`src/rtl/uart_tx_arb_pkg.sv`:
```
// uart_tx_arb_pkg
// Shared definitions for the UART transmit arbiter: FSM state encoding,
// bus write-strobe codes, the line terminator that releases a line lock,
// and the round-robin distance helper used by rr_arbiter.
// No ports (package).
package uart_tx_arb_pkg;

  typedef enum logic [2:0] {
    IDLE  = 3'd0,
    ARB   = 3'd1,
    POLL  = 3'd2,
    GAP_P = 3'd3,
    WRITE = 3'd4,
    DONE  = 3'd5,
    GAP_D = 3'd6
  } arb_state_t;

  localparam logic [3:0] WSTRB_POLL = 4'b0000;
  localparam logic [3:0] WSTRB_BYTE = 4'b0001;
  localparam logic [7:0] ASCII_LF   = 8'h0A;

  // Number of steps from the last grant to requester idx, walking upward
  // and wrapping. The requester right after the last grant scores 0, the
  // last grant itself scores n-1, so lower means higher priority.
  function automatic logic [3:0] rr_distance(input int idx, input logic [2:0] last,
                                             input int n);
    int d;
    d = (idx + 2 * n - int'({29'b0, last}) - 1) % n;
    return 4'(d);
  endfunction

endpackage

```
`src/rtl/uart_tx_arbiter_rr_arbiter.sv`:
```
// rr_arbiter
// Purely combinational round-robin picker. The search starts at the
// requester after last_idx and wraps; the first active request wins.
// The pointer register lives in the parent.
// Ports:
//   req        in  N  request vector
//   last_idx   in  3  index of the previous grant
//   grant      out N  one-hot grant (all zero when nothing requested)
//   grant_idx  out 3  encoded grant index
//   grant_any  out 1  some request was granted
module rr_arbiter
  import uart_tx_arb_pkg::*;
#(
  parameter int N = 4
) (
  input  logic [N-1:0] req,
  input  logic [2:0]   last_idx,
  output logic [N-1:0] grant,
  output logic [2:0]   grant_idx,
  output logic         grant_any
);

  logic [3:0] best_dist;

  always_comb begin
    grant     = '0;
    grant_idx = '0;
    grant_any = 1'b0;
    best_dist = 4'd8;
    for (int i = 0; i < N; i++) begin
      if (req[i] && (rr_distance(i, last_idx, N) < best_dist)) begin
        best_dist = rr_distance(i, last_idx, N);
        grant_idx = 3'(i);
        grant_any = 1'b1;
      end
    end
    for (int i = 0; i < N; i++) begin
      if (grant_any && (grant_idx == 3'(i))) begin
        grant[i] = 1'b1;
      end
    end
  end

endmodule

```
`src/rtl/uart_tx_arbiter.sv`:
```
// uart_tx_arbiter
// Shares one single-byte-buffered UART transmitter between NUM_REQ byte
// streams. Acts as bus master: polls the UART's buffer-empty flag, then
// writes the byte. With LOCK_ON_LINE=1 an owner keeps the grant until it
// sends a line feed or stays silent for LOCK_TIMEOUT clocks.
// Ports:
//   clk, resetn          clock, asynchronous active-low reset
//   req_valid/req_data   per-requester byte (requester i on [8i+7:8i])
//   req_ready            one-clock pulse when requester i's byte is written
//   tx_enable            UART select, high exactly while tx_mem_valid is
//   tx_mem_valid/wstrb/wdata/addr  bus request (wstrb 0 = poll, 1 = write)
//   tx_mem_ready/rdata   registered UART response; rdata[0] = buffer empty
//   grant_id             current or last owner (debug)
//   busy                 high whenever the FSM is not IDLE
module uart_tx_arbiter
  import uart_tx_arb_pkg::*;
#(
  parameter int          NUM_REQ      = 4,
  parameter int          LOCK_ON_LINE = 1,
  parameter int          LOCK_TIMEOUT = 100000,
  parameter logic [31:0] TX_ADDR      = 32'h0
) (
  input  logic                 clk,
  input  logic                 resetn,
  input  logic [NUM_REQ-1:0]   req_valid,
  input  logic [8*NUM_REQ-1:0] req_data,
  output logic [NUM_REQ-1:0]   req_ready,
  output logic                 tx_enable,
  output logic                 tx_mem_valid,
  output logic [3:0]           tx_mem_wstrb,
  output logic [31:0]          tx_mem_wdata,
  output logic [31:0]          tx_mem_addr,
  input  logic                 tx_mem_ready,
  input  logic [31:0]          tx_mem_rdata,
  output logic [2:0]           grant_id,
  output logic                 busy
);

  localparam logic [19:0] LOCK_LIMIT = 20'(LOCK_TIMEOUT - 1);

  arb_state_t         state;
  logic [7:0]         hold_byte;
  logic               buf_empty;
  logic               locked;
  logic [19:0]        lock_cnt;
  logic [2:0]         rr_next;

  logic [NUM_REQ-1:0] owner_mask;
  logic               owner_valid;
  logic [NUM_REQ-1:0] eligible;
  logic [2:0]         last_idx;
  logic [NUM_REQ-1:0] arb_grant;
  logic [2:0]         arb_idx;
  logic               arb_any;
  logic [7:0]         sel_byte;
  logic [2:0]         rr_after;

  logic               unused_rdata;
  assign unused_rdata = ^tx_mem_rdata[31:1];

  // rr_next is the first index to search, so resetting it to 0 lets
  // requester 0 win first; the picker wants the previous grant instead.
  always_comb begin
    owner_mask = '0;
    for (int i = 0; i < NUM_REQ; i++) begin
      owner_mask[i] = (grant_id == 3'(i));
    end
    owner_valid = |(req_valid & owner_mask);
    eligible    = locked ? (req_valid & owner_mask) : req_valid;
    last_idx    = (rr_next == 3'd0) ? 3'(NUM_REQ - 1) : (rr_next - 3'd1);
  end

  rr_arbiter #(
    .N(NUM_REQ)
  ) u_rr (
    .req      (eligible),
    .last_idx (last_idx),
    .grant    (arb_grant),
    .grant_idx(arb_idx),
    .grant_any(arb_any)
  );

  always_comb begin
    sel_byte = 8'h00;
    for (int i = 0; i < NUM_REQ; i++) begin
      if (arb_grant[i]) begin
        sel_byte = req_data[8*i +: 8];
      end
    end
    rr_after = (arb_idx == 3'(NUM_REQ - 1)) ? 3'd0 : (arb_idx + 3'd1);
  end

  // Bus outputs are registered and change together with the state, so
  // valid is high exactly in POLL and WRITE. The GAP states hold valid low
  // for one clock so the UART's lingering registered ready is never
  // mistaken for the answer to the next request.
  always_ff @(posedge clk or negedge resetn) begin
    if (!resetn) begin
      state        <= IDLE;
      hold_byte    <= 8'h00;
      buf_empty    <= 1'b0;
      locked       <= 1'b0;
      lock_cnt     <= 20'd0;
      rr_next      <= 3'd0;
      req_ready    <= '0;
      tx_enable    <= 1'b0;
      tx_mem_valid <= 1'b0;
      tx_mem_wstrb <= 4'b0000;
      tx_mem_wdata <= 32'h0;
      tx_mem_addr  <= 32'h0;
      grant_id     <= 3'd0;
      busy         <= 1'b0;
    end else begin
      req_ready <= '0;
      case (state)
        IDLE: begin
          if (locked) begin
            if (owner_valid) begin
              lock_cnt <= 20'd0;
              state    <= ARB;
              busy     <= 1'b1;
            end else if (lock_cnt == LOCK_LIMIT) begin
              locked   <= 1'b0;
              lock_cnt <= 20'd0;
            end else begin
              lock_cnt <= lock_cnt + 20'd1;
            end
          end else if (|req_valid) begin
            state <= ARB;
            busy  <= 1'b1;
          end
        end
        ARB: begin
          // A requester that withdrew before being latched just sends us
          // back to IDLE rather than starting an empty transfer.
          if (arb_any) begin
            hold_byte    <= sel_byte;
            grant_id     <= arb_idx;
            rr_next      <= rr_after;
            state        <= POLL;
            tx_enable    <= 1'b1;
            tx_mem_valid <= 1'b1;
            tx_mem_wstrb <= WSTRB_POLL;
            tx_mem_addr  <= TX_ADDR;
          end else begin
            state <= IDLE;
            busy  <= 1'b0;
          end
        end
        POLL: begin
          if (tx_mem_ready) begin
            buf_empty    <= tx_mem_rdata[0];
            tx_enable    <= 1'b0;
            tx_mem_valid <= 1'b0;
            tx_mem_addr  <= 32'h0;
            state        <= GAP_P;
          end
        end
        GAP_P: begin
          tx_enable    <= 1'b1;
          tx_mem_valid <= 1'b1;
          tx_mem_addr  <= TX_ADDR;
          if (buf_empty) begin
            tx_mem_wstrb <= WSTRB_BYTE;
            tx_mem_wdata <= {24'h0, hold_byte};
            state        <= WRITE;
          end else begin
            tx_mem_wstrb <= WSTRB_POLL;
            state        <= POLL;
          end
        end
        WRITE: begin
          if (tx_mem_ready) begin
            tx_enable    <= 1'b0;
            tx_mem_valid <= 1'b0;
            tx_mem_wstrb <= WSTRB_POLL;
            tx_mem_wdata <= 32'h0;
            tx_mem_addr  <= 32'h0;
            req_ready    <= owner_mask;
            state        <= DONE;
          end
        end
        DONE: begin
          if (LOCK_ON_LINE != 0) begin
            locked <= (hold_byte != ASCII_LF);
          end
          lock_cnt <= 20'd0;
          state    <= GAP_D;
        end
        GAP_D: begin
          state <= IDLE;
          busy  <= 1'b0;
        end
        default: begin
          state <= IDLE;
          busy  <= 1'b0;
        end
      endcase
    end
  end

endmodule

```
`config.mk`:
```
export PLATFORM = sky130hd
export DESIGN_NAME = uart_tx_arbiter
export DESIGN_NICKNAME = d
export VERILOG_FILES = /design/src/rtl/uart_tx_arb_pkg.sv /design/src/rtl/uart_tx_arbiter_rr_arbiter.sv /design/src/rtl/uart_tx_arbiter.sv
export SDC_FILE = /design/constraint.sdc
export NUM_CORES = 1
export LEC_CHECK = 0
export ABC_AREA = 1
export BUFFER_PORTS_ARGS = -buffer_cell sky130_fd_sc_hd__buf_2
export CORE_MARGIN = 1
export CORE_UTILIZATION = 25
export DETAILED_ROUTE_END_ITERATION = 16
export GPL_TIMING_DRIVEN = 0
export HOLD_SLACK_MARGIN = 0.12
export PLACE_DENSITY = 0.5
export SYNTH_ARGS = -nofsm -noshare
export SYNTH_HDL_FRONTEND = slang
export SYNTH_SLANG_ARGS = --single-unit
export TNS_END_PERCENT = 100
```
`constraint.sdc`:
```
create_clock -name clk -period 9 [get_ports clk]
set_clock_uncertainty 0.2 [all_clocks]
set_input_delay 0.45 -clock clk [delete_from_list [all_inputs] [get_ports clk]]
set_output_delay 0.45 -clock clk [all_outputs]
set_load 0.02 [all_outputs]
```
==> qor.csv <==
stage;metric;value;unit
timing;setup_viol;0;
synth;ys_seq_area_share;33.3;%
final_layout;layout.nets;752;
timing;hold_viol;0;
final_layout;syn_to_final_growth;24.7;%
detailed_routing;viasPerCell;3.91;
power_and_ir_drop;p_leak;2.70;nW
floorplan;rows;45;
power_and_ir_drop;switchingPower;0.593;mW
cts;cts-buffers-inserted;5;
cts;clk_pin_slew;0.06;ns
synth;synth_top_flop_cell;dfrtp_1;
worst_hold_path;hold_class;input pin to register;
power_and_ir_drop;p_int;0.662;mW
cts;ctsHoldBuffers;0;
cts;htreeDepth;2;
worst_setup_path;cp_data_required_time;8.98;ns
synth;synthCells;535;
power_and_ir_drop;powerDensity;257;mW/mm2
floorplan;ios;149;
floorplan;die-width;127;um
worst_setup_path;critical_path_class;register to register;
timing;maxSlewViolCount;0;
synth;avgSynthCellArea;7.31;um2
final_layout;stdcell_count;877;
timing;fin_crit_sh;53.0;%
detailed_routing;routed_wl;8950;um
timing;layout_setup_ws;4.23;ns
synth;yosysWarnings;0;
cts;clk-insertion-delay-late;0.29;ns
grt;grt_remaining_overflow;0;
final_layout;drive_gt1_share;25.4;%
synth;ys_async_sr_fraction;100;%
worst_setup_path;cp.arrival;4.75;ns
timing;finalSetupTns;0;ns
floorplan;core_area;0.0153;mm2
synth;ys_types;42;
final_layout;final_common_cell;nand2_1;
detailed_routing;drt_pass1_iterations;4;
grt;grt_max_degree;53;
synth;ys_seq_elements;52;
timing;max_freq;210;MHz
grt;grt_usage;11.5;%
placement;portBuffers;57;
floorplan;die_area;0.0161;mm2
grt;antenna_found_initial;0;
power_and_ir_drop;p_comb_share;57.5;%
detailed_routing;wl_per_cell;10.2;um
grt;grt_pass1_vias;3232;
power_and_ir_drop;ir_worst_vdd;79.7;uV
detailed_routing;ant_nets;0;
detailed_routing;vias;3429;
timing;relSlewSlack;65.4;%
placement;gp_congestion;0.795;
cts;cts_setup_buffers;0;
timing;tightest_slew;0.519;ns
detailed_routing;drt_iter0_drc;161;
floorplan;die_y;127;um
run_status;status;completed;
synth;synth_edf_count;0;
power_and_ir_drop;switching_share;47.3;%
detailed_routing;drc_errors;0;
worst_setup_path;worst_setup_path_end_kind;register;
worst_setup_path;crit_fanout;10;
placement;hpwl;7130;um
placement;dpl.cell_count;867;
final_layout;layout_common_cells;115 x nand2_1, 69 x inv_1, 66 x conb_1;
placement;place_ws;4.21;ns
final_layout;diodes;0;
cts;cts_repair_resize_count;0;
cts;numClockSinks;52;
power_and_ir_drop;power_frac_clock;15.2;%
grt;grt_pass1_wl;15000;um
power_and_ir_drop;seqPwrFrac;27.3;%
worst_setup_path;worst_setup_path_start_kind;register;
floorplan;start_util;25.6;%
cts;cts_tree;built;
cts;cts_max_path_buffers;2;
synth;synthesis.area;0.00391;mm2
run;cap_violations;0;
timing;rsz0062_at_grt;no;
timing;finalCriticalPeriod;4.77;ns
cts;root_buffer;clkbuf_16;
registers in the layout (all words and copies together) (netlist names), 2 cells and up:
register	flops
req_ready	4
hold_byte	8
state	3
rr_next	2
tx_mem_wdata	8
lock_cnt	20
grant_id	2
worst max-delay path, cell delays in order (launching register included):
cell	delay, ns
dfrtp_1	0.40
inv_1	0.11
ha_1	0.36
inv_2	0.10
nand2_1	0.05
nor3_1	0.38
ha_1	0.34
a2111oi_1	0.44
nand2_2	0.17
inv_2	0.12
buf_4	0.18
a21oi_1	0.08
ha_1	0.32
nand2_1	0.08
inv_1	0.04
nand2_2	0.07
nand2_4	0.11
buf_6	0.19
o21ai_2	0.08
inv_2	0.06
ha_1	0.22
a21boi_4	0.17
nand2_1	0.08
nand2_1	0.05
nand2_1	0.07
nand2_1	0.06
nand2_1	0.06
nand2_1	0.04
final timing paths:
check / slack [ns] / startpoint / cells after the start / endpoint
setup / recovery: 4.23 / rr_next[0]$_DFFE_PN0N_ / 27 / hold_byte[2]$_DFFE_PN0N_
hold / removal: 0.19 / tx_mem_rdata[0] / 2 / buf_empty$_DFFE_PN0P_
setup reg to reg: 4.23 / rr_next[0]$_DFFE_PN0N_ / 27 / hold_byte[2]$_DFFE_PN0N_
hold reg to reg: 0.27 / tx_mem_wstrb[0]$_DFFE_PN0P_ / 2 / tx_mem_wstrb[0]$_DFFE_PN0P_
max in group asynchronous: 7.69 / resetn / 3 / hold_byte[1]$_DFFE_PN0N_
min in group asynchronous: 0.39 / resetn / 2 / lock_cnt[8]$_DFFE_PN0P_
metrics by stage:
step                hold slack, ns  cell area [um2]  utilization [%]  total power, mW
finish                       0.188             4870             31.9             1.25
global route                 0.205             4870             31.9             1.39
CTS                          0.183             4840             31.8             1.27
detailed placement           0.258             4700             30.8             1.07
global placement             0.256             4700             30.8             1.08
floorplan                  -0.0456             4150                -            0.899
power by group through the flow:
stage / registers [mW] / clock network, mW / logic, mW
finish: 0.342 / 0.191 / 0.721
CTS: 0.344 / 0.199 / 0.730
detailed placement: 0.347 / 0 / 0.726
global route: 0.350 / 0.207 / 0.833
floorplan: 0.362 / 0 / 0.537
global placement: 0.348 / 0 / 0.728
synthesized netlist by cell type (2+ instances only):
| library cell | number | share of area, % |
|---|---|---|
| a211oi_1 | 2 | 0.38 |
| a21oi_1 | 24 | 3.1 |
| a21oi_2 | 3 | 0.67 |
| buf_2 | 2 | 0.26 |
| buf_4 | 65 | 12 |
| buf_6 | 3 | 0.86 |
| clkbuf_1 | 4 | 0.38 |
| clkinv_1 | 2 | 0.19 |
| conb_1 | 2 | 0.19 |
| dfrtp_1 | 52 | 33 |
| ha_1 | 16 | 5.1 |
| inv_1 | 69 | 6.6 |
| inv_2 | 12 | 1.2 |
| nand2_1 | 115 | 11 |
| nand2_2 | 10 | 1.6 |
| nand2_4 | 2 | 0.58 |
| nand3_1 | 40 | 5.1 |
| nand4_1 | 10 | 1.6 |
| nor2_1 | 29 | 2.8 |
| nor2_2 | 2 | 0.32 |
| nor3_1 | 15 | 1.9 |
| nor4_1 | 4 | 0.64 |
| o21ai_0 | 14 | 1.8 |
| o21ai_1 | 3 | 0.38 |
| o22ai_1 | 8 | 1.3 |
| o31ai_1 | 2 | 0.38 |
| xor2_1 | 10 | 2.2 |
cell families (layout without fill, tap and decap cells):
kind of cell | after synthesis | after routing | share of synthesized area [%]
compound gates | 66 | 66 | 10.5
mux | 1 | 1 | 0.288
other cells | 2 | 66 | 0.192
buf+inv | 158 | 225 | 22.1
xor+xnor | 10 | 10 | 2.24
fa+ha+maj | 16 | 16 | 5.12
flops | 52 | 52 | 33.3
simple gates | 230 | 230 | 26.3
per-layer routing:
metal	vias to the layer above	track usage (%)	part of all wire (%)
met5	-	0	0
met4	0	2.59	0.16
met3	2	2.05	3.9
met2	79	18.8	45
met1	1501	15.8	51
li1	1847	-	-
cell type report:
type | count | area, um2
Fill cell | 1687 | 10400
Multi-Input combinational cell | 389 | 1980
Sequential cell | 52 | 1300
Buffer | 74 | 547
Inverter | 84 | 317
Timing Repair Buffer | 59 | 315
Tap cell | 211 | 264
Clock buffer | 8 | 146
(Power assumes the default switching activity.)
